`config.mk`:
```
export PLATFORM = sky130hd
export DESIGN_NAME = pipe_ctrl_chain
export DESIGN_NICKNAME = d
export VERILOG_FILES = /design/src/rtl/pipe_pkg.sv /design/src/rtl/pipe_stage_reg.sv /design/src/rtl/pipe_ctrl_chain.sv
export SDC_FILE = /design/constraint.sdc
export NUM_CORES = 1
export LEC_CHECK = 0
export CAP_MARGIN = 20
export CORE_MARGIN = 4
export CORE_UTILIZATION = 40
export DETAILED_ROUTE_END_ITERATION = 16
export GPL_TIMING_DRIVEN = 1
export PLACE_DENSITY = 0.8
export SLEW_MARGIN = 20
export SYNTH_ARGS = -nofsm -noshare
export SYNTH_HDL_FRONTEND = slang
export SYNTH_SLANG_ARGS = --single-unit
```
`constraint.sdc`:
```
create_clock -name CLK -period 5.1 [get_ports CLK]
set_input_delay 0.765 -clock CLK [delete_from_list [all_inputs] [get_ports CLK]]
set_output_delay 0.765 -clock CLK [all_outputs]
set_load 0.005 [all_outputs]
```
`src/rtl/pipe_pkg.sv`:
```
// pipe_pkg: shared control-word layout, stage masks and pipeline advance modes.
package pipe_pkg;
    localparam int CW_DEF = 13;
    localparam int CTRL_LOAD_BIT = 1;
    localparam int CTRL_RF_BIT = 0;
    localparam int CTRL_MEMEN_BIT = 2;
    localparam int CTRL_RW_BIT = 3;
    localparam int CTRL_SIZE_BIT = 4;
    localparam logic [CW_DEF-1:0] CTRL_NOP = '0;
    localparam logic [CW_DEF-1:0] MEM_MASK_DEF = 13'h1FFF;
    localparam logic [CW_DEF-1:0] WB_MASK_DEF = 13'h0003;
    typedef enum logic [1:0] {ADV_NORMAL, ADV_FLUSH, ADV_STALL, ADV_HOLD} adv_e;
endpackage

```
`src/rtl/pipe_stage_reg.sv`:
```
// pipe_stage_reg: W-bit pipeline register with async clear, load enable and bubble (bubble wins).
module pipe_stage_reg #(
    parameter int W = 1
) (
    input  logic         CLK,
    input  logic         CLR,
    input  logic         ld_i,
    input  logic         bubble_i,
    input  logic [W-1:0] d_i,
    output logic [W-1:0] q_o
);
    always_ff @(posedge CLK or posedge CLR) begin
        if (CLR) q_o <= '0;
        else if (bubble_i) q_o <= '0;
        else if (ld_i) q_o <= d_i;
    end
endmodule

```
`src/rtl/pipe_ctrl_chain.sv`:
```
// pipe_ctrl_chain: IF/ID..MEM/WB control pipeline with load-use stall, branch flush, hold and
// saturating stall/flush counters.
module pipe_ctrl_chain
    import pipe_pkg::*;
#(
    parameter int IW = 32,
    parameter int CW = 13,
    parameter int RW = 4,
    parameter int LOAD_BIT = 1,
    parameter int RF_BIT = 0,
    parameter logic [CW-1:0] MEM_MASK = 13'h1FFF,
    parameter logic [CW-1:0] WB_MASK = 13'h0003,
    parameter int CNT_W = 16
) (
    input  logic             CLK,
    input  logic             CLR,
    input  logic [IW-1:0]    if_instr,
    input  logic [IW-1:0]    if_pc4,
    input  logic [CW-1:0]    id_ctrl,
    input  logic [RW-1:0]    id_rd,
    input  logic [RW-1:0]    id_rn,
    input  logic [RW-1:0]    id_rm,
    input  logic             id_use_rn,
    input  logic             id_use_rm,
    input  logic             br_taken,
    input  logic             hold,
    output logic [IW-1:0]    id_instr,
    output logic [IW-1:0]    id_pc4,
    output logic [CW-1:0]    ex_ctrl,
    output logic [CW-1:0]    mem_ctrl,
    output logic [CW-1:0]    wb_ctrl,
    output logic [RW-1:0]    ex_rd,
    output logic [RW-1:0]    mem_rd,
    output logic [RW-1:0]    wb_rd,
    output logic             id_v,
    output logic             ex_v,
    output logic             mem_v,
    output logic             wb_v,
    output logic             pc_ld,
    output logic             stall,
    output logic [CNT_W-1:0] stall_cnt,
    output logic [CNT_W-1:0] flush_cnt
);
    localparam logic [CNT_W-1:0] CNT_MAX = '1;
    localparam logic [CNT_W-1:0] CNT_ONE = 1;

    adv_e adv;
    logic hit_rn, hit_rm;
    logic [CNT_W-1:0] stall_cnt_q, stall_cnt_d, flush_cnt_q, flush_cnt_d;

    always_comb begin
        hit_rn = id_use_rn & (ex_rd == id_rn);
        hit_rm = id_use_rm & (ex_rd == id_rm);
        stall = id_v & ex_v & ex_ctrl[LOAD_BIT] & ex_ctrl[RF_BIT] & (hit_rn | hit_rm);
        adv = hold ? ADV_HOLD : stall ? ADV_STALL : (br_taken & id_v) ? ADV_FLUSH : ADV_NORMAL;
        pc_ld = ~stall & ~hold;
        stall_cnt_d = (adv == ADV_STALL && stall_cnt_q != CNT_MAX) ? stall_cnt_q + CNT_ONE : stall_cnt_q;
        flush_cnt_d = (adv == ADV_FLUSH && flush_cnt_q != CNT_MAX) ? flush_cnt_q + CNT_ONE : flush_cnt_q;
    end

    // A flush squashes the wrong-path fetch; the branch itself still moves on into EX.
    pipe_stage_reg #(.W(2*IW+1)) u_ifid (
        .CLK(CLK), .CLR(CLR),
        .ld_i(adv == ADV_NORMAL), .bubble_i(adv == ADV_FLUSH),
        .d_i({if_instr, if_pc4, 1'b1}), .q_o({id_instr, id_pc4, id_v})
    );

    pipe_stage_reg #(.W(CW+RW+1)) u_idex (
        .CLK(CLK), .CLR(CLR),
        .ld_i(adv != ADV_HOLD), .bubble_i(adv == ADV_STALL),
        .d_i({id_ctrl & {CW{id_v}}, id_rd, id_v}), .q_o({ex_ctrl, ex_rd, ex_v})
    );

    pipe_stage_reg #(.W(CW+RW+1)) u_exmem (
        .CLK(CLK), .CLR(CLR),
        .ld_i(adv != ADV_HOLD), .bubble_i(1'b0),
        .d_i({ex_ctrl & MEM_MASK, ex_rd, ex_v}), .q_o({mem_ctrl, mem_rd, mem_v})
    );

    pipe_stage_reg #(.W(CW+RW+1)) u_memwb (
        .CLK(CLK), .CLR(CLR),
        .ld_i(adv != ADV_HOLD), .bubble_i(1'b0),
        .d_i({mem_ctrl & WB_MASK, mem_rd, mem_v}), .q_o({wb_ctrl, wb_rd, wb_v})
    );

    always_ff @(posedge CLK or posedge CLR) begin
        if (CLR) begin
            stall_cnt_q <= '0;
            flush_cnt_q <= '0;
        end else begin
            stall_cnt_q <= stall_cnt_d;
            flush_cnt_q <= flush_cnt_d;
        end
    end

    assign stall_cnt = stall_cnt_q;
    assign flush_cnt = flush_cnt_q;
endmodule
```
Yosys cells after proc, flatten, opt, wreduce, memory -nomap -nowiden
Index checks and enable logic that the tools add are counted.

Add/subtract/negate cells: 2. Equal/unequal tests: 7. Mux-type cells: 7. Bitwise gates (word level): 12. Reduce and logical (&&, ||, !) cells: 5.

Operator list (count): 65-bit 2-to-1 mux (2); 18-bit 2-to-1 mux (2); 16-bit by 1-bit adder with 16-bit output (second input constant) (2); 16-bit inequality test (second input constant) (2); 13-bit bitwise AND (1); 1-bit bitwise AND (8); 4-bit equality test (2); 2-bit 2-to-1 mux (2); 2-bit nonzero test (2); 2-bit by 1-bit equality test with 1-bit output (second input constant) (1); 2-bit equality test (second input constant) (1); 1-bit logical AND (2); 2-bit zero test (1); 2-bit inequality test (second input constant) (1); 1-bit NOT (2); 1-bit 2-to-1 mux (1); 1-bit OR (1).

Register bits after elaboration: 140. Output and inout bits: 153. Logic and storage cells: 39.

Logic depth before layout (Yosys ltp)
Gate-level depths: netlist of run 1.

Word-level depth: 9. Depth in mapped cells: 10. Gate-level depth less buffers: 7.

Modules after synthesis
Synthesis of run 1 repeated with hierarchy kept, for this count alone.

Cell total of the unflattened synthesis: 575. Area total of the unflattened synthesis: 6885.4 um^2.

By module, submodules not included: pipe_stage_reg (u_ifid) (times used 1, cells each 210, area each 2671.3 um^2, seq. area each 1626.6 um^2); pipe_stage_reg (u_exmem ...) (times used 3, cells each 59, area each 743.2 um^2, seq. area each 450.4 um^2); pipe_ctrl_chain (times used 1, cells each 188, area each 1984.4 um^2, seq. area each 800.8 um^2).

Worst setup path after synthesis of run 1
OpenSTA, ideal clock, no wires.

Kind: in2out. From: input id_rm[3]. To: output pc_ld. Arrival: 1.842 ns. Required time: 4.335 ns. Setup slack: 2.493 ns. Stages: 7. Path buffers: 3. Cells stage by stage: xor2_1 > nor4_1 > nand3_1 > and3b_1 > buf_2 > buf_6 > buf_2.

Longest elaborated chain between the ends: 6.

RTL lines: start, declared (RTL line pipe_ctrl_chain.sv:22) `input logic [RW-1:0] id_rm,`; 4-bit equality test (RTL line pipe_ctrl_chain.sv:53) `hit_rm = id_use_rm & (ex_rd == id_rm);`; 1-bit bitwise AND (RTL line pipe_ctrl_chain.sv:53); 1-bit OR (RTL line pipe_ctrl_chain.sv:54) `stall = id_v & ex_v & ex_ctrl[LOAD_BIT] & ex_ctrl[RF_BIT] & (hit_rn | hit_rm);`; 1-bit bitwise AND (RTL line pipe_ctrl_chain.sv:54); 1-bit NOT (RTL line pipe_ctrl_chain.sv:56) `pc_ld = ~stall & ~hold;`; 1-bit bitwise AND (RTL line pipe_ctrl_chain.sv:56); end, declared (RTL line pipe_ctrl_chain.sv:39) `output logic pc_ld,`.

Every way passes these cells.

Worst setup path in the final report of run 1
From: input id_rm[3]. To: output stall.

Longest elaborated chain between the ends: 4.

RTL lines: 4-bit equality test (RTL line pipe_ctrl_chain.sv:53); 1-bit bitwise AND (RTL line pipe_ctrl_chain.sv:53); 1-bit OR (RTL line pipe_ctrl_chain.sv:54); 1-bit bitwise AND (RTL line pipe_ctrl_chain.sv:54); end, declared (RTL line pipe_ctrl_chain.sv:40) `output logic stall,`.

Every way passes these cells.

==> results list, run 1 <==
- Initial antenna violation count: 0
- In this run the static leakage power is ~4.0 nW.
- Setup total negative slack on the finished layout was measured at 0 ps.
* Global router's overall resource usage: 19.2%
* Count of non-filler cells in the finished layout: approximately 1.0k
- Worst slew margin relative to its limit: a little under 40%
* Clock Tree Buf Depth: 2
* Maximum resistive drop on vdd: between 0.2 and 0.25 mV
* Launch point of the critical path: id_rm[3]
- In this run the number of cells on the critical path is 7.
* Clock-pin slew of the registers on the worst-case setup and hold paths: 50 ps
- The critical path is of the input port to output port type.
- Yosys reg bits: 140
- In the synthesized netlist the dominant register cell turns out to be sky130_fd_sc_hd__dfrtp_1.
- The wire-length estimate of the detail-placed layout is ~12000 µm.
- STA classifies the critical path endpoint as an output port.
- Number of design-rule violations left by the first detailed-router iteration: 279
- After detailed routing, the number of remaining DRC violations is 0.
* Clock latency of the later-clocked register in the worst-skew pair: around 420 ps
* Family of cells with the greatest summed delay on the critical path: buffers and inverters
- The number of cells on the worst reg-to-reg path is 8.
- For this run, asynchronously set or reset flops after synthesis account for 100%.
- Most frequent cell after synthesis: sky130_fd_sc_hd__dfrtp_1
- The final count of pins violating max slew came to 0.
- Via Count: around 5k
- Largest net degree at the start of global routing: 97
- 248 I/O pins were placed.
- Each instance of the synthesized netlist takes up on average between 10 and 15 µm².
* Critical path capture point: stall
- Setup repair after global routing left no endpoint under its margin.
* Number of core rows: 44
* Die outline height: between 100 and 150 µm
* Startpoint types: input port
- Buffers placed on the I/O ports in this run total between 200 and 250.
* Setup Fix Bufs, Post-CTS: 0
* Final setup violation count: 0
- Sorting the synthesized cells by how often they occur yields sky130_fd_sc_hd__dfrtp_1, sky130_fd_sc_hd__nand3_1, sky130_fd_sc_hd__o21ai_0.
* Die span in x: around 130 µm
* Post-synthesis cell area: between 6000 and 7000 µm²
- Layout cells sized above 1: 9.15%
* Crit path time final: 3560 ps
* Worst clock skew: ~9.5 ps
- The cell count after synthesis came out at approximately 590.
- From synthesis to final layout, the design area changed by 50.1%.
- The hold violation count in the final report came to 0.
* Clock root cell: sky130_fd_sc_hd__clkbuf_16
- The tool flagged a number of max-cap violations equal to 0.
- Average vias per placed instance: 4.90
- Instance area at placement: 8520 µm²
* Number of global-route vias before repair: around 5k
- Drt pass-1 iters: 5
- Dividing the detail-routed wire length by the instance count gives 16.1 µm.
- The repair_antennas step left the layout with diodes totalling 0.
- In this run the standard cell core region covers 14700 µm².
* Buffering stage count on the worst path with inverters included: 3
* Seq/Total Area, Yosys: between 50 and 60%
- Summed over all instances, the cell type with the most area after synthesis is sky130_fd_sc_hd__dfrtp_1.
* Layout fillers: roughly 1.2k
- Area enclosed by the die boundary: between 15000 and 20000 µm²
- TritonCTS clock tree: built
- Number of placed instances, taps included: slightly below 1k
- CTS H-tree lvls: 4
* Critical path peak fanout: 31
- Of the post-synthesis cell area, the dominant cell type holds between 50% and 60%.
* Unique cell type count in the Yosys netlist: 36
- Across all hold checks on the routed design, the worst slack comes to a little under 500 ps.
- Total of warnings raised by yosys: 0
- The first global-routing pass estimated ~27000 µm of wire.
* Cell with the largest stage delay on the worst path: sky130_fd_sc_hd__clkdlybuf4s50_1
- Routed Wire Length: ~16000 µm
- STA puts the critical path data arrival time at ~2800 ps.
- For this configuration, the core starts out at a cell density of 41.4%.
* Highest clock frequency the design can meet: around 0.28 GHz
* Req. time, crit path: between 4000 and 5000 ps
- The endpoint identified for the worst register-to-register timing path is flush_cnt[1]$_DFFE_PP0P_.
- For this run, the slowest stage of the critical path takes around 550 ps.
* # clock sinks: 140
* Critical Path Most Common Cell: sky130_fd_sc_hd__clkdlybuf4s50_1
* Outcome: complete, no violations
- Count of flip-flops with a built-in enable after synthesis: 0
* Cell types with the largest area share after synthesis: sky130_fd_sc_hd__dfrtp_1, sky130_fd_sc_hd__nand3_1, sky130_fd_sc_hd__o21ai_0
- Power spread over the standard cell area amounts to around 350 nW/µm².
- Global-route congestion overflow total: 0
* Worst hold path type: flip-flop to flip-flop
- In the finished design, the share of the clock period the worst path needs comes to ~70%.
- After routing the design area is approximately 9100 µm².
- Worst setup slack before clock tree synthesis: around 1500 ps
* Post-cts sizing count: 0
- Launching point of the worst reg2reg path: u_ifid.q_o[0]$_DFFE_PP0P_
- At the end of the flow, the number of nets in the layout was 915.
- Final estimated routing congestion in global placement: about 0.83
- Setup slack closes at 1540 ps.
- Hold-fix buffers at CTS: 0
* Slew @ Worst Pin: between 900 and 1000 ps
- Walking the worst path, the cells encountered are clkdlybuf4s50_1 -> xor2_1 -> nor4_1 -> nand3_1 -> and2_4 -> inv_2 -> clkdlybuf4s50_1.
- TritonCTS created 17 clock buffers.
* Post-route antenna net violation count: 0
- Reg2Reg Setup Slack: between 2000 and 3000 ps
-- worst min path at each step --
stage | cells past startpoint | slack [ps] | endpoint | start
floorplan | 1 | 480 | flush_cnt[11]$_DFFE_PP0P_ | flush_cnt[11]$_DFFE_PP0P_
global placement | 1 | 480 | flush_cnt[5]$_DFFE_PP0P_ | flush_cnt[5]$_DFFE_PP0P_
detailed placement | 1 | 490 | flush_cnt[5]$_DFFE_PP0P_ | flush_cnt[5]$_DFFE_PP0P_
CTS | 1 | 490 | flush_cnt[5]$_DFFE_PP0P_ | flush_cnt[5]$_DFFE_PP0P_
global route | 1 | 510 | flush_cnt[5]$_DFFE_PP0P_ | flush_cnt[5]$_DFFE_PP0P_
finish | 1 | 490 | flush_cnt[5]$_DFFE_PP0P_ | flush_cnt[5]$_DFFE_PP0P_
-- kinds of logic after synthesis --
kind of cell | after synthesis | synth area share [%]
adder cells (fa/ha/maj) | 2 | 0.411
buffers and inverters | 113 | 8.23
XOR/XNOR | 36 | 5.18
AO/OA/AOI/OAI | 84 | 6.97
AND/OR/NAND/NOR | 188 | 16.2
other | 1 | 0.0616
flip-flops | 140 | 57.6
multiplexers | 29 | 5.37
-- state kept, by name, indices dropped and copies added, names as in the netlist --
register     cells
u_ifid.q_o      65
stall_cnt       16
u_idex.q_o      18
flush_cnt       16
u_exmem.q_o     18
u_memwb.q_o      7
-- per-stage QoR --
stage          total power [mW]  util (%)
2_1_floorplan              1.54         -
3_3_place_gp               1.91      58.0
3_5_place_dp               1.92      58.0
4_1_cts                    3.20      62.1
5_1_grt                    3.33      62.1
6_report                   3.17      62.1
-- where the power goes --
part	leakage [nW]	switching, mW	total (mW)	internal, mW
sequential	1.80	0.0928	1.32	1.23
clock	0.290	0.485	1.27	0.785
combinational	1.91	0.222	0.575	0.353
-- area by class of cell --
| type | instances | area, µm² | area share (%) |
|---|---|---|---|
| clock buffers | 19 | 443 | 4.85 |
| clock inverters | 13 | 166 | 1.82 |
| inverters | 66 | 253 | 2.77 |
| repair buffers | 243 | 2410 | 26.4 |
| flip-flops and latches | 140 | 3500 | 38.4 |
| multi-input cells | 350 | 2120 | 23.3 |
| well taps | 184 | 230 | 2.52 |
-- placed cells by master, fill, tap and decap left out, types with 3 or more instances in the layout --
cell type | Yosys | final
sky130_fd_sc_hd__nand2_1 | 37 | 36
sky130_fd_sc_hd__clkinv_4 | 0 | 3
sky130_fd_sc_hd__nand3_1 | 91 | 91
sky130_fd_sc_hd__inv_6 | 0 | 3
sky130_fd_sc_hd__mux2_2 | 29 | 29
sky130_fd_sc_hd__clkinvlp_4 | 0 | 3
sky130_fd_sc_hd__nor2_1 | 6 | 6
sky130_fd_sc_hd__nand4_1 | 12 | 12
sky130_fd_sc_hd__xnor2_1 | 22 | 22
sky130_fd_sc_hd__dfrtp_1 | 140 | 140
sky130_fd_sc_hd__and3_1 | 10 | 10
sky130_fd_sc_hd__nor4_1 | 9 | 9
sky130_fd_sc_hd__bufinv_16 | 0 | 3
sky130_fd_sc_hd__clkbuf_16 | 0 | 17
sky130_fd_sc_hd__o21ai_0 | 82 | 82
sky130_fd_sc_hd__buf_4 | 11 | 7
sky130_fd_sc_hd__nor3_1 | 7 | 7
sky130_fd_sc_hd__conb_1 | 1 | 11
sky130_fd_sc_hd__inv_1 | 65 | 64
sky130_fd_sc_hd__xor2_1 | 14 | 14
sky130_fd_sc_hd__clkdlybuf4s50_1 | 0 | 235
-- worst reg2reg max path, stage by stage (launching register included) --
cell	delay [ps]
sky130_fd_sc_hd__dfrtp_1	350
sky130_fd_sc_hd__buf_4	200
sky130_fd_sc_hd__and4_1	260
sky130_fd_sc_hd__and4_1	170
sky130_fd_sc_hd__nand3_2	80
sky130_fd_sc_hd__and3b_4	240
sky130_fd_sc_hd__buf_4	520
sky130_fd_sc_hd__nand3b_1	240
sky130_fd_sc_hd__mux2_2	310
-- routing by layer --
metal	global-route usage [%]	vias to the layer above	part of all wire, %
met2	31.7	152	50
met1	23.7	2378	42
li1	-	2420	-
met3	5.85	26	5.8
met5	0	-	0
met4	7.64	0	2.3
Note: power is estimated with default switching activity, not from simulation.
==> inputs of run 2 (changes only) <==
clock period = 3.5 ns   (was 5.1 ns; I/O delays follow)
==> results list, run 2 (same netlist as run 1, synthesis figures left out) <==
- Wire length of the first global-routing pass: 26100 µm (was 26600 µm)
* Worst clock skew: 11.5 ps (was 9.54 ps)
- Maximum resistive drop on vdd: 0.411 mV (was 0.227 mV)
- The site row count was 44 (unchanged).
* Drt pass-1 iters: 4 (was 5)
- The number of clock buffers inserted by TritonCTS was 17 (unchanged).
- The final antenna-violating net count is 0 (unchanged).
- Setup repair after global routing missed its margin: false (unchanged)
- Crit-path cells: clkdlybuf4s50_1 -> xor2_1 -> nor4_1 -> nand3_1 -> and2_4 -> inv_2 -> clkdlybuf4s50_1 (unchanged).
- Cell with the largest stage delay on the worst path: sky130_fd_sc_hd__clkdlybuf4s50_1 (unchanged)
* Most common cell after layout, fill and taps aside: sky130_fd_sc_hd__clkdlybuf4s50_1 (unchanged)
- Highest clock frequency the design can meet: between 0.3 and 0.4 GHz
- Number of placed instances, taps included: 983 (unchanged)
* Count of cells along the worst hold path: 1 (unchanged)
* Clock-pin slew of the registers on the worst-case setup and hold paths: 60 ps (was 50 ps)
- The data required time of the critical path is 2970 ps (was 4340 ps).
- The quantity of I/O buffers inserted on ports is 236 (unchanged).
- The share of layout cells above drive strength 1 is 9.03% (was 9.15%).
- The maximum level of the CTS H-tree was 4 (unchanged).
- The startpoint of the lowest-slack hold path is u_exmem.q_o[9]$_DFFE_PP0P_ (was flush_cnt[5]$_DFFE_PP0P_).
- The count of fill cells added during filler insertion came to 1217 (was 1204).
- Count of non-filler cells in the finished layout: 1015 (unchanged)
- The arrival time of data at the critical path endpoint is 2450 ps (was 2800 ps).
* Crit. End Element: output port (unchanged)
- The power per cell area was 490 nW/µm² (was 347 nW/µm²).
- The kind of start point of the critical path was an input port (unchanged).
- Slew @ Worst Pin: 630 ps (was 906 ps)
- Largest register by flop count: u_ifid.q_o (unchanged)
- Outcome: complete, no violations (unchanged)
- Top Registers: u_ifid.q_o: 65 flops, u_exmem.q_o: 18 flops, u_idex.q_o: 18 flops (unchanged)
- The final routed wirelength across all metal layers was 16300 µm (about the same).
- Global-route congestion overflow total: 0 (unchanged)
* Critical Path Most Common Cell: sky130_fd_sc_hd__clkdlybuf4s50_1 (unchanged)
- TritonCTS clock tree: built (unchanged)
- The vertical extent of the die was 131 µm (unchanged).
- Number of design-rule violations left by the first detailed-router iteration: 385 (was 279)
- Max cap viols: 0 (unchanged)
- The switching part of the total power came to 25.8% (was 25.2%).
- Diodes inserted: 0 (unchanged)
* Die span in x: 131 µm (unchanged)
- The starting density of the core is 41.4% (unchanged).
* # clock sinks: 140 (unchanged)
- The smallest hold slack came to 502 ps (was 492 ps).
- The power share of the combinational group came to 18.9% (was 18.1%).
- Core footprint: 14700 µm² (unchanged)
- The switching component of the power came to 1.15 mW (was 0.799 mW).
- For the finished layout, the period the worst path requires is ~3000 ps.
- Number of global-route vias before repair: 4807 (was 4940)
* Hold EP: u_exmem.q_o[9]$_DFFE_PP0P_ (was flush_cnt[5]$_DFFE_PP0P_)
- Top library cells by usage in the layout, fill and taps aside: sky130_fd_sc_hd__clkdlybuf4s50_1, sky130_fd_sc_hd__dfrtp_1, sky130_fd_sc_hd__nand3_1 (unchanged).
- The placed wire-length estimate after detailed placement came to 11300 µm (was 11500 µm).
- The clock latency on the worst-skew pair was 410 ps (was 420 ps).
- Layout-stage area growth over the synthesis result: 49.9% (was 50.1%)
- Post-cts sizing count: 0 (unchanged)
* Internal power of the cells: 3.32 mW (was 2.37 mW)
* Worst r2r path cells: 9 (was 8)
* Worst hold path type: flip-flop to flip-flop (unchanged)
* Number of placed I/O pins: 248 (unchanged)
- Hold-fix buffers at CTS: 0 (unchanged)
* Largest net degree at the start of global routing: 134 (was 97)
- Post-layout total power: 4.47 mW (was 3.17 mW)
- Critical path peak fanout: 31 (unchanged)
* Capturing point of the worst reg2reg path: flush_cnt[6]$_DFFE_PP0P_ (was flush_cnt[1]$_DFFE_PP0P_)
- Launching point of the worst reg2reg path: u_ifid.q_o[0]$_DFFE_PP0P_ (unchanged)
- The average wire length per cell after detail routing was 16.0 µm (was 16.1 µm).
- The critical setup path kind is input port to output port (unchanged).
* Clock root cell: sky130_fd_sc_hd__clkbuf_16 (unchanged)
- Instance area at placement: 8560 µm² (was 8520 µm²)
- The proportion of power drawn by flip-flops and latches is 43.2% (was 41.8%).
- Via Count: 4927 (was 4976)
- The setup slack of the worst register-to-register path is 990 ps (was 2630 ps).
- Worst slew margin relative to its limit: 58.0% (was 39.6%)
- The total setup violations reported at the end of the flow came to 0 (unchanged).
- The aggregate global-route resource usage was 18.7% (was 19.2%).
* Final estimated routing congestion in global placement: 0.804 (was 0.825)
* Average vias per placed instance: 4.85 (was 4.90)
* Final #Nets: 915 (unchanged)
- DRC viols: 0 (unchanged)
- The final critical path takes up 85.0% of the cycle.
- Setup Fix Bufs, Post-CTS: 0 (unchanged)
* Hold violation total from the final report: 0 (unchanged)
- The final total negative setup slack came to 0 ps (unchanged).
- Flip-flop count of the largest register, all copies and words added: 65 (unchanged)
* Area enclosed by the die boundary: 17200 µm² (unchanged)
- Final Max Slew Viols: 0 (unchanged)
- The leakage power summed over all cells is 3.99 nW (was 4.00 nW).
- Initial antenna violation count: 0 (unchanged)
* Clock Tree Buf Depth: 2 (unchanged)
* Longest individual stage delay on the worst path: 510 ps (was 550 ps)
- The final standard cell area without fillers is 9120 µm² (was 9130 µm²).
- Clock network fraction of total power: 38.0% (was 40.1%)
run 2: cell count changes in the layout (fill, tap and decap cells not counted):
| cell | change |
|---|---|
| sky130_fd_sc_hd__buf_12 | +3 |
| sky130_fd_sc_hd__buf_4 | -3 |
| sky130_fd_sc_hd__bufinv_16 | -2 |
| sky130_fd_sc_hd__clkbuf_1 | +1 |
| sky130_fd_sc_hd__clkinv_4 | +1 |
| sky130_fd_sc_hd__clkinvlp_4 | +1 |
| sky130_fd_sc_hd__inv_6 | -1 |
run 2: layout make-up:
cell class,count,area [µm²],area share (%)
clock buffer,20,447,4.90
clock inverter,12,115,1.26
inverter,66,251,2.76
multi-input combinational,350,2120,23.3
sequential,140,3500,38.4
tap,184,230,2.52
timing repair buffer,243,2450,26.8
run 2: worst max-delay path, delay by kind of cell:
family,cells,cell delay [ps]
buf+inv,3,1040
xor+xnor,1,170
simple gates,3,720
run 2: through the flow:
step / setup WS (ps) / utilization (%)
floorplan: 1230 / -
global placement: 574 / 58.2
detailed placement: 530 / 58.2
CTS: 520 / 62.0
global route: 409 / 62.0
finish: 525 / 62.0
run 2: how the worst max path moves through the flow:
stage	end	slack, ps	from
floorplan	flush_cnt[0]$_DFFE_PP0P_	1230	CLR
global placement	stall	570	id_rm[3]
detailed placement	stall	530	id_rm[0]
CTS	stall	520	id_rm[0]
global route	stall	410	id_rm[0]
finish	stall	530	id_rm[0]
run 2: layer usage:
layer | global-route usage, % | part of all wire (%) | wire length (µm)
met2 | 30.9 | 50 | 8190
met1 | 23.3 | 42 | 6780
met5 | 0 | 0 | 0
met3 | 6.54 | 6.3 | 1030
met4 | 5.60 | 1.7 | 280
run 2: power groups by stage:
stage / Combinational, mW / Sequential, mW / Clock (mW)
finish: 0.843 / 1.93 / 1.70
global route: 0.919 / 1.95 / 1.82
CTS: 0.858 / 1.93 / 1.73
detailed placement: 0.851 / 1.95 / 0
global placement: 0.840 / 1.95 / 0
floorplan: 0.293 / 1.95 / 0
==> inputs of run 3 (changes only) <==
clock period = 2.9 ns   (was 3.5 ns; I/O delays follow)
==> results list, run 3 (same netlist as run 1, synthesis figures left out) <==
- Outcome: complete, no violations (unchanged).
- The clock tree from TritonCTS is built (unchanged).
* Via Count: 4958 (was 4927)
* Worst clock skew: 9.60 ps (was 11.5 ps)
* Top library cells by usage in the layout, fill and taps aside: sky130_fd_sc_hd__clkdlybuf4s50_1, sky130_fd_sc_hd__dfrtp_1, sky130_fd_sc_hd__nand3_1 (unchanged)
* Post-detailed-placement half-perimeter wirelength: 11600 µm (was 11300 µm)
* Worst slew margin relative to its limit: 40.8% (was 58.0%)
- The number of detailed-route iterations in the first pass is 6 (was 4).
* DRC viols: 0 (unchanged)
* CP arrival: 2240 ps (was 2450 ps)
- Clock root cell: sky130_fd_sc_hd__clkbuf_16 (unchanged)
- Setup tns final: 0 ps (unchanged)
* Share of total power in combinational logic: 18.4% (was 18.9%)
- Maximum resistive drop on vdd: 0.434 mV (was 0.411 mV)
* Crit. End Element: output port (unchanged)
* Global-route congestion overflow total: 0 (unchanged)
- Net switching power: 1.35 mW (was 1.15 mW)
- The data required time of the critical path is 2470 ps (was 2970 ps).
- The number of nets in the finished design came to 918 (was 915).
* Max cap viols: 0 (unchanged)
- Clock-pin slew of the registers on the worst-case setup and hold paths: 60 ps (about the same)
- The hold violation count in the final report was 0 (unchanged).
* Number of buffers added on ports: 236 (unchanged)
* Highest clock frequency the design can meet: 0.373 GHz
* Slew @ Worst Pin: 888 ps (was 630 ps)
- Global router's overall resource usage: 18.6% (was 18.7%)
* Crit path depth: 6 (was 7)
- In the finished design, the share of the clock period the worst path needs comes to 92.4%.
- Clock Tree Buf Depth: 2 (unchanged)
* # clock sinks: 140 (unchanged)
- Number of placed I/O pins: 248 (unchanged)
- Core footprint: 14700 µm² (unchanged)
* Layout-stage area growth over the synthesis result: 50.5% (was 49.9%)
- Number of design-rule violations left by the first detailed-router iteration: 304 (was 385)
- Startpoint types: flip-flop (was input port)
* Critical path peak fanout: 14 (was 31)
* Crit path time final: ~2700 ps
* Areal power density over the cells: 603 nW/µm² (was 490 nW/µm²)
- The flip-flop count of the largest register after layout is 65 (unchanged).
- The die outline width is 131 µm (unchanged).
* Cell with the largest stage delay on the worst path: sky130_fd_sc_hd__clkdlybuf4s50_1 (unchanged)
- The total setup violations reported at the end of the flow is 0 (unchanged).
- Clock latency of the later-clocked register in the worst-skew pair: 410 ps (about the same)
- The share of layout cells above drive strength 1 is 9.12% (was 9.03%).
* Instance area at placement: 8570 µm² (was 8560 µm²)
- Static Leakage: 4.01 nW (was 3.99 nW)
* Post-cts sizing count: 0 (unchanged)
- The via count normalized by instance count is 4.88 (was 4.85).
- Average wire per standard cell: 16.0 µm (about the same)
- The largest register by flop count is u_ifid.q_o (unchanged).
- The worst hold path cell count is 1 (unchanged).
* Number of global-route vias before repair: 4860 (was 4807)
- Initial Utilization: 41.4% (unchanged)
- Top Registers: u_ifid.q_o: 65 flops, u_exmem.q_o: 18 flops, u_idex.q_o: 18 flops (unchanged)
* CTS H-tree lvls: 4 (unchanged)
- Longest individual stage delay on the worst path: 490 ps (was 510 ps)
- The switching part of the total power is 24.5% (was 25.8%).
- The power share of the clock group was 39.4% (was 38.0%).
- Area enclosed by the die boundary: 17200 µm² (unchanged)
- Crit-path cells: xor2_1 -> nor4_1 -> nand3_1 -> and2_4 -> inv_2 -> clkdlybuf4s50_1 (was clkdlybuf4s50_1 -> xor2_1 -> nor4_1 -> nand3_1 -> and2_4 -> inv_2 -> clkdlybuf4s50_1)
- Cell area after layout: 9160 µm² (was 9120 µm²)
- Final Max Slew Viols: 0 (unchanged)
- Initial antenna violation count: 0 (unchanged)
- Share of power burned in registers: 42.2% (was 43.2%)
* Largest net degree at the start of global routing: 106 (was 134)
* WS Path Type: flip-flop to output port (was input port to output port)
- Setup Fix Bufs, Post-CTS: 0 (unchanged)
* Diodes inserted: 0 (unchanged)
- Buffering stage count on the worst path with inverters included: 2 (was 3)
- Setup repair after global routing missed its margin: false (unchanged)
- The number of clock buffers inserted by TritonCTS came to 17 (unchanged).
- Number of placed instances, taps included: 986 (was 983)
- The final weighted congestion in routability-driven placement is 0.787 (was 0.804).
- The kind of cell with the highest combined delay on the critical path is simple AND/OR/NAND/NOR gates (was buffers and inverters).
- The internal power component is 4.16 mW (was 3.32 mW).
- The vertical extent of the die came to 131 µm (unchanged).
* Count of non-filler cells in the finished layout: 1017 (was 1015)
- The wire length of the first global-routing pass came to 25800 µm (was 26100 µm).
- The leading cell type in the layout, fill and taps excluded is sky130_fd_sc_hd__clkdlybuf4s50_1 (unchanged).
* Worst hold path type: flip-flop to flip-flop (unchanged)
- The final antenna-violating net count is 0 (unchanged).
- Worst r2r path cells: 7 (was 9)
- Number of core rows: 44 (unchanged)
- Routed Wire Length: 16300 µm (about the same)
- The number of hold buffers added after CTS was 0 (unchanged).
==> run 3: cell count changes in the layout (fill, tap and decap cells not counted), sizes merged <==
cell	before	now
clkinvlp	4	5
inv	67	65
clkbuf	20	21
buf	8	11
bufinv	1	3
clkinv	6	3
==> run 3: worst paths after layout <==
check	to	startpoint	slack [ps]
max in group asynchronous	u_exmem.q_o[8]$_DFFE_PP0P_	CLR	2030
min in group asynchronous	u_ifid.q_o[3]$_DFFE_PP0P_	CLR	500
worst max-delay path	stall	u_idex.q_o[4]$_DFFE_PP0P_	220
worst min register to register	stall_cnt[4]$_DFFE_PP0P_	stall_cnt[4]$_DFFE_PP0P_	490
worst min-delay path	stall_cnt[4]$_DFFE_PP0P_	stall_cnt[4]$_DFFE_PP0P_	490
worst max register to register	u_ifid.q_o[10]$_DFFE_PP0P_	u_idex.q_o[4]$_DFFE_PP0P_	620
==> run 3: final cells by class <==
class / count / area (µm²)
Multi-Input combinational cell: 350 / 2120
Timing Repair Buffer: 246 / 2460
Clock buffer: 21 / 450
Sequential cell: 140 / 3500
Inverter: 66 / 251
Fill cell: 1175 / 5540
Clock inverter: 10 / 143
Tap cell: 184 / 230
==> run 3: power groups by stage <==
| stage | registers [mW] | logic, mW | clock network, mW |
|---|---|---|---|
| 6_report | 2.33 | 1.02 | 2.17 |
| 4_1_cts | 2.33 | 1.04 | 2.22 |
| 3_5_place_dp | 2.36 | 1.03 | 0 |
| 2_1_floorplan | 2.36 | 0.353 | 0 |
| 3_3_place_gp | 2.35 | 1.01 | 0 |
| 5_1_grt | 2.36 | 1.10 | 2.31 |
==> run 3: metal layers <==
layer / track usage [%] / part of all wire, % / vias to the layer above
li1: - / - / 2424
met1: 22.3 / 42 / 2359
met2: 31.2 / 50 / 149
met3: 6.08 / 5.9 / 26
met4: 7.23 / 2.4 / 0
met5: 0 / 0 / -
==> run 3: worst reg2reg max path, stage by stage, from the launching register on <==
cell	delay (ps)
sky130_fd_sc_hd__dfrtp_1	460
sky130_fd_sc_hd__xnor2_1	160
sky130_fd_sc_hd__and4_1	210
sky130_fd_sc_hd__nand3_2	80
sky130_fd_sc_hd__and3b_4	240
sky130_fd_sc_hd__buf_4	690
sky130_fd_sc_hd__nand3_1	200
sky130_fd_sc_hd__o21ai_0	140
==> run 3: stage by stage <==
step / power [mW] / hold WS (ps) / util, % / setup WS [ps]
final: 5.52 / 490 / 62.3 / 221
after global routing: 5.78 / 509 / 62.3 / 141
after CTS: 5.58 / 495 / 62.3 / 182
after detailed placement: 3.39 / 488 / 58.3 / 281
after global placement: 3.36 / 480 / 58.3 / 256
after floorplan: 2.71 / 481 / - / 716
